$ cat config.mk
export PLATFORM = sky130hd
export DESIGN_NAME = sc_access_ctrl
export DESIGN_NICKNAME = d
export VERILOG_FILES = /design/src/rtl/sc_pkg.sv /design/src/rtl/sc_btn_debounce.sv /design/src/rtl/sc_access_ctrl.sv
export SDC_FILE = /design/constraint.sdc
export NUM_CORES = 1
export LEC_CHECK = 0
export ABC_CLOCK_PERIOD_IN_PS = 1600
export CAP_MARGIN = 15
export CORE_MARGIN = 2
export CORE_UTILIZATION = 35
export CTS_BUF_LIST = sky130_fd_sc_hd__clkbuf_4
export CTS_CLUSTER_DIAMETER = 80
export CTS_CLUSTER_SIZE = 28
export DETAILED_ROUTE_END_ITERATION = 12
export PLACE_DENSITY = 0.65
export SETUP_SLACK_MARGIN = 0.3
export SLEW_MARGIN = 20
export SYNTH_ARGS = -nofsm -noshare
export SYNTH_HDL_FRONTEND = slang
export SYNTH_SLANG_ARGS = --single-unit
$ cat constraint.sdc
create_clock -name clk -period 1.6 [get_ports clk]
set_input_delay 0.32 -clock clk [delete_from_list [all_inputs] [get_ports clk]]
set_output_delay 0.32 -clock clk [all_outputs]
set_load 0.03 [all_outputs]
$ cat src/rtl/sc_pkg.sv
// Shared definitions for the safe-lock access controller: controller state
// encoding, default parameter values and a counter-width helper.
package sc_pkg;

  typedef enum logic [2:0] {
    ST_LOCKED,
    ST_ENTRY,
    ST_CHECK,
    ST_OPEN,
    ST_PROG,
    ST_LOCKOUT
  } ctrl_state_e;

  localparam int unsigned SC_DEBOUNCE_CYCLES = 4;
  localparam int unsigned SC_DIGITS          = 3;
  localparam int unsigned SC_MAX_FAILS       = 3;
  localparam int unsigned SC_LOCKOUT_CYCLES  = 1000;
  localparam int unsigned SC_RELOCK_CYCLES   = 5000;

  // Bits needed to hold values 0..max_val.
  function automatic int unsigned cnt_width(input int unsigned max_val);
    return (max_val < 2) ? 1 : $clog2(max_val + 1);
  endfunction

endpackage

$ cat src/rtl/sc_btn_debounce.sv
// Button synchroniser and debouncer: emits a one-cycle press with the stable
// nonzero code, re-armed only after the vector has been all-zero long enough.
module sc_btn_debounce
  import sc_pkg::*;
#(
  parameter int unsigned DEBOUNCE_CYCLES = SC_DEBOUNCE_CYCLES
) (
  input  logic       clk,
  input  logic       rst,
  input  logic [3:0] btn_raw,
  output logic       press,
  output logic [3:0] code
);
  localparam int unsigned     CW      = cnt_width(DEBOUNCE_CYCLES);
  localparam logic [CW-1:0]   CNT_MAX = CW'(DEBOUNCE_CYCLES);

  logic [3:0]    sync1_q, sync1_d, sync2_q, sync2_d, last_q, last_d, code_q, code_d;
  logic [CW-1:0] cnt_q, cnt_d, run;
  logic          armed_q, armed_d, press_q, press_d;

  always_comb begin
    sync1_d = btn_raw;
    sync2_d = sync1_q;
    last_d  = sync2_q;
    // run: consecutive cycles (including this one) the vector has held its value
    if (sync2_q != last_q)       run = CW'(1);
    else if (cnt_q == CNT_MAX)   run = CNT_MAX;
    else                         run = cnt_q + CW'(1);
    cnt_d   = run;
    press_d = armed_q && (run == CNT_MAX) && (sync2_q != '0);
    code_d  = press_d ? sync2_q : '0;
    armed_d = armed_q;
    if (press_d)                                  armed_d = 1'b0;
    else if ((run == CNT_MAX) && (sync2_q == '0)) armed_d = 1'b1;
  end

  // Synchroniser resets to all-ones so the debouncer starts "held".
  always_ff @(posedge clk) begin
    if (rst) begin
      sync1_q <= '1;
      sync2_q <= '1;
      last_q  <= '1;
      cnt_q   <= '0;
      armed_q <= 1'b0;
      press_q <= 1'b0;
      code_q  <= '0;
    end else begin
      sync1_q <= sync1_d;
      sync2_q <= sync2_d;
      last_q  <= last_d;
      cnt_q   <= cnt_d;
      armed_q <= armed_d;
      press_q <= press_d;
      code_q  <= code_d;
    end
  end

  assign press = press_q;
  assign code  = code_q;

endmodule

$ cat src/rtl/sc_access_ctrl.sv
// Access controller in front of the safe-lock FSM: attempt framing, lockout and
// inactivity relock. Optional feature macro: SC_ACCESS_CTRL_RELOCK_EN.
module sc_access_ctrl
  import sc_pkg::*;
#(
  parameter int unsigned DEBOUNCE_CYCLES = SC_DEBOUNCE_CYCLES,
  parameter int unsigned DIGITS          = SC_DIGITS,
  parameter int unsigned MAX_FAILS       = SC_MAX_FAILS,
  parameter int unsigned LOCKOUT_CYCLES  = SC_LOCKOUT_CYCLES,
  parameter int unsigned RELOCK_CYCLES   = SC_RELOCK_CYCLES
) (
  input  logic                             clk,
  input  logic                             rst,
  input  logic [3:0]                       btn_raw,
  input  logic                             unlocked,
  output logic [3:0]                       btn_out,
  output logic                             relock_req,
  output logic [$clog2(MAX_FAILS+1)-1:0]   fail_count,
  output logic                             alarm
);
  localparam int unsigned   FW = $clog2(MAX_FAILS + 1);
  localparam int unsigned   DW = cnt_width(DIGITS);
  // One timer serves both lockout and inactivity; their states never overlap.
  localparam int unsigned   TW = cnt_width((LOCKOUT_CYCLES > RELOCK_CYCLES) ? LOCKOUT_CYCLES
                                                                            : RELOCK_CYCLES);
  localparam logic [DW-1:0] LAST_DIGIT = DW'(DIGITS - 1);
  localparam logic [FW-1:0] FAIL_MAX   = FW'(MAX_FAILS);
  localparam logic [TW-1:0] LOCK_END   = TW'(LOCKOUT_CYCLES - 1);
`ifdef SC_ACCESS_CTRL_RELOCK_EN
  localparam logic [TW-1:0] IDLE_END   = TW'(RELOCK_CYCLES - 1);
`endif

  ctrl_state_e   state_q, state_d;
  logic [DW-1:0] digit_q, digit_d;
  logic [FW-1:0] fail_q, fail_d, fail_inc;
  logic [TW-1:0] tmr_q, tmr_d;
  logic          relock_q, relock_d, alarm_q, alarm_d;
  logic          press, fwd;
  logic [3:0]    code;

  sc_btn_debounce #(.DEBOUNCE_CYCLES(DEBOUNCE_CYCLES)) u_debounce (
    .clk     (clk),
    .rst     (rst),
    .btn_raw (btn_raw),
    .press   (press),
    .code    (code)
  );

  always_ff @(posedge clk) begin
    if (rst) begin
      state_q  <= ST_LOCKED;
      digit_q  <= '0;
      fail_q   <= '0;
      tmr_q    <= '0;
      relock_q <= 1'b0;
      alarm_q  <= 1'b0;
    end else begin
      state_q  <= state_d;
      digit_q  <= digit_d;
      fail_q   <= fail_d;
      tmr_q    <= tmr_d;
      relock_q <= relock_d;
      alarm_q  <= alarm_d;
    end
  end

  always_comb begin
    state_d  = state_q;
    digit_d  = digit_q;
    fail_d   = fail_q;
    tmr_d    = '0;
    relock_d = 1'b0;
    fwd      = 1'b0;
    fail_inc = (fail_q == FAIL_MAX) ? fail_q : fail_q + FW'(1);
    unique case (state_q)
      ST_LOCKED: if (press) begin
        fwd     = 1'b1;
        digit_d = DW'(1);
        state_d = (DIGITS == 1) ? ST_CHECK : ST_ENTRY;
      end
      ST_ENTRY: begin
`ifdef SC_ACCESS_CTRL_RELOCK_EN
        tmr_d = press ? '0 : tmr_q + TW'(1);
        if (tmr_q == IDLE_END) begin
          tmr_d    = '0;
          relock_d = 1'b1;
          digit_d  = '0;
          state_d  = ST_LOCKED;
        end else
`endif
        if (press) begin
          fwd     = 1'b1;
          digit_d = digit_q + DW'(1);
          if (digit_q == LAST_DIGIT) state_d = ST_CHECK;
        end
      end
      ST_CHECK: begin
        digit_d = '0;
        if (unlocked) begin
          fail_d  = '0;
          state_d = ST_OPEN;
        end else begin
          relock_d = 1'b1;
          fail_d   = fail_inc;
          state_d  = (fail_inc == FAIL_MAX) ? ST_LOCKOUT : ST_LOCKED;
        end
      end
      ST_OPEN: begin
`ifdef SC_ACCESS_CTRL_RELOCK_EN
        tmr_d = press ? '0 : tmr_q + TW'(1);
        if (tmr_q == IDLE_END) begin
          tmr_d    = '0;
          relock_d = 1'b1;
          state_d  = ST_LOCKED;
        end else
`endif
        begin
          fwd = press;
          if (!unlocked) begin
            tmr_d   = '0;
            digit_d = '0;
            state_d = ST_PROG;
          end
        end
      end
      ST_PROG: if (press) begin
        fwd = 1'b1;
        if (digit_q == LAST_DIGIT) begin
          digit_d = '0;
          state_d = ST_LOCKED;
        end else begin
          digit_d = digit_q + DW'(1);
        end
      end
      ST_LOCKOUT: begin
        if (tmr_q == LOCK_END) begin
          fail_d  = '0;
          state_d = ST_LOCKED;
        end else begin
          tmr_d = tmr_q + TW'(1);
        end
      end
      default: state_d = ST_LOCKED;
    endcase
    alarm_d = (state_d == ST_LOCKOUT);
  end

  always_comb begin
    btn_out    = fwd ? code : '0;
    relock_req = relock_q;
    fail_count = fail_q;
    alarm      = alarm_q;
  end

endmodule

==> impl_metrics.ini <==
[status]
status = finished with violations
violations = setup timing

[synth]
synth_nets = 210
synth_seq_cells = 43
synth_top_area_cell = dfxtp_1
synth_xor_area_share_pct = 7.497
yosysSeqAreaShare_pct = 46.05
synthMuxAreaShare_pct = 1.339
synth-async-reset-ratio_pct = 0
syn-cell-area_mm2 = 0.001869
yosys-top-cells-count = 43 x dfxtp_1, 24 x nor2_1, 14 x xnor2_1
synth_edf_count = 0
ys_types = 45
synthSimpleGateAreaFrac_pct = 29.72
synth.area.top_cells = dfxtp_1 46%, xnor2_1 6.6%, nor2_1 4.8%
synth_compound_area_share_pct = 8.367
synth_cells = 197
yosys.area_share.adder_pct = 4.016
synth_top_cell_area_share_pct = 46.05
synth_ff_type = dfxtp_1
syn_avg_cell_area_um2 = 9.489
yosys.cell_count.top_type = dfxtp_1
synth_top_family_by_area = simple AND/OR/NAND/NOR gates
yosysWarnings = 0

[place]
place_hpwl_um = 2418
gp_congestion = 0.7584
io_buffers = 14
dp_slack_ps = -62.37
place_area_mm2 = 0.002258

[clock_tree]
clock_sinks = 43
ctsLongestPathBuffers = 2
clock_latency_ps = 350
hold_buffers = 0
htree_levels = 2
cts-root-buf = clkbuf_4
cts-buffers-inserted = 5
clkSlewWorstSetupHoldPaths_ps = 130
cts_tree = done

[final_layout]
syn2layout_area_growth_pct = 34.54
layout.area.seq_um2 = 884.6
fin_area_mm2 = 0.002515
antennaDiodeCount = 0
multiInputGateArea_mm2 = 0.001084
drive_gt1_share_pct = 43.15
fin_nets = 253
fill_cells = 506

[floorplan]
pin_count = 15
fp-row-count = 26
start_util_pct = 36.37
dieArea_mm2 = 0.005941
fp.coreArea_mm2 = 0.005140
die_h_um = 77.08
die_w_um = 77.08

[routing]
wl_per_cell_um = 11.09
wirelength_um = 3450
detail-route-antenna-nets = 0
first_iter_violations = 44
num_vias = 1424
drt_pass1_iterations = 4
viasPerCell = 4.579
route.detailed.drc = 0

[critical_path]
slowest_stage = dfxtp_4
timing.critical_path.slowest_cell_delay_ps = 380
r2r-start = state_q[0]
crit_chain = nand2b_4, and3_4, and2_4, buf_6
regToRegEndpoint = alarm
start_kind = register
r2r_slack_ps = -30
crit_type = register to output port
critPathMaxFanout = 4
end_kind = output port
reg2reg_depth = 7
required_ps = 1280
cp_data_arrival_time_ps = 1320

[grt]
overflow = 0
grt_antenna_before_repair = 0
grt_max_degree = 15
track_usage_pct = 12.49
grt_pass1_wl_um = 5961
grt_pass1_vias = 1314

[sta]
skew_ps = 13.10
setup_ws_ps = -35.77
fin_crit_ps = 1636
timing.fmax_mhz = 611.3
drv_slew = 0
rsz0062_at_grt = yes
fin_crit_sh_pct = 102.2
setup_violations = 7
tightestPinTransition_ps = 314.1
max-slew-margin-rel_pct = 78.87
hold_viol = 0

[hold_path]
holdPathStages = 1
min_path_type = register to register
hp-start = u_debounce.sync1_q[1]
hold_end = u_debounce.last_d[1]

[flow_run]
drv_cap = 0

[power_and_ir_drop]
peakVddDrop_mv = 0.4077
power_leakage_nw = 0.9403
powerDensity_mw_per_mm2 = 746.6
total_power_mw = 1.878
[what timing repair did]
item / CTS / global route
gates cloned: 1 / 0
endpoints found under the setup margin: 34 / 35
buffers inserted: 4 / 1
gates resized for setup: 46 / 18
pin swaps: 30 / 7
[power breakdown]
group / switching (mW) / total (mW) / internal (mW)
combinational: 0.0437 / 0.105 / 0.0613
sequential: 0.0143 / 1.10 / 1.09
clock: 0.344 / 0.673 / 0.329
total: 0.402 / 1.88 / 1.48
[area by class of cell]
type | count | share of cell area (%)
Multi-Input combinational cell | 141 | 43.08
Clock inverter | 3 | 1.741
Inverter | 7 | 1.045
Timing Repair Buffer | 42 | 13.98
Clock buffer | 5 | 1.493
Tap cell | 70 | 3.483
Sequential cell | 43 | 35.17
[logic make-up (layout without fill, tap and decap cells)]
logic type	Yosys count	after routing
fa+ha+maj	6	6
simple gates	93	94
xor+xnor	16	16
mux	2	2
buf+inv	14	57
flops	43	43
compound gates	23	23
[worst max path at each step]
| stage | startpoint | endpoint | slack, ps | cells after the start |
|---|---|---|---|---|
| 3_3_place_gp | unlocked | digit_q[1] | -60 | 6 |
| 4_1_cts | state_q[0] | btn_out[1] | -50 | 4 |
| 5_1_grt | state_q[0] | digit_q[1] | -110 | 8 |
| 3_5_place_dp | unlocked | digit_q[0] | -60 | 6 |
| 6_report | state_q[0] | btn_out[1] | -40 | 4 |
| 2_1_floorplan | tmr_q[12] | fail_count[0] | 40 | 4 |
[layout by cell type, fill, tap and decap left out, types with 4 or more instances in the layout]
cell type        count
nand2_1              8
buf_4               25
clkdlybuf4s50_1      6
a21oi_1              7
and2_1               6
xnor2_1             12
and2_4               4
nand3b_1             5
nor2_2               7
nand3_1              5
clkbuf_4             7
nor3_1               6
ha_1                 4
nor2_1              17
buf_6                7
inv_1                5
dfxtp_1             30
dfxtp_2             10
or2_2               12
[routing by layer]
metal,global-route usage (%),routed length (um),vias to the layer above
met1,15.57,1655,648
met3,4.000,129,2
li1,-,-,753
met5,0,0,-
met4,4.821,36,0
met2,20.09,1628,21
[worst max-delay path, delay by kind of cell (launching register included)]
kind	cells	cell delay [ps]
buf+inv	1	130
flops	1	380
simple gates	3	460
[flip-flops by register name, summed over array words and instances, names as in the netlist]
register and flops:
u_debounce.cnt_q 3, fail_count 2, state_q 3, u_debounce.sync1_q 4, u_debounce.last_q 4, u_debounce.armed_q 1
u_debounce.code 4, digit_q 2, u_debounce.press 1, u_debounce.last_d 4, tmr_q 13, relock_req 1
alarm 1
[through the flow]
| stage | TNS, ps | instances | util (%) | hold WS [ps] |
|---|---|---|---|---|
| final | -172.6 | 311 | 48.93 | 423.4 |
| after global routing | -931.5 | 311 | 48.93 | 438.0 |
| after CTS | -255.4 | 310 | 47.88 | 425.5 |
| after detailed placement | -120.9 | 297 | 43.94 | 394.4 |
| after global placement | -82.65 | 297 | 43.94 | 394.1 |
| after floorplan | 0 | 197 | - | 389.5 |
Note: power is estimated with default switching activity, not from simulation.
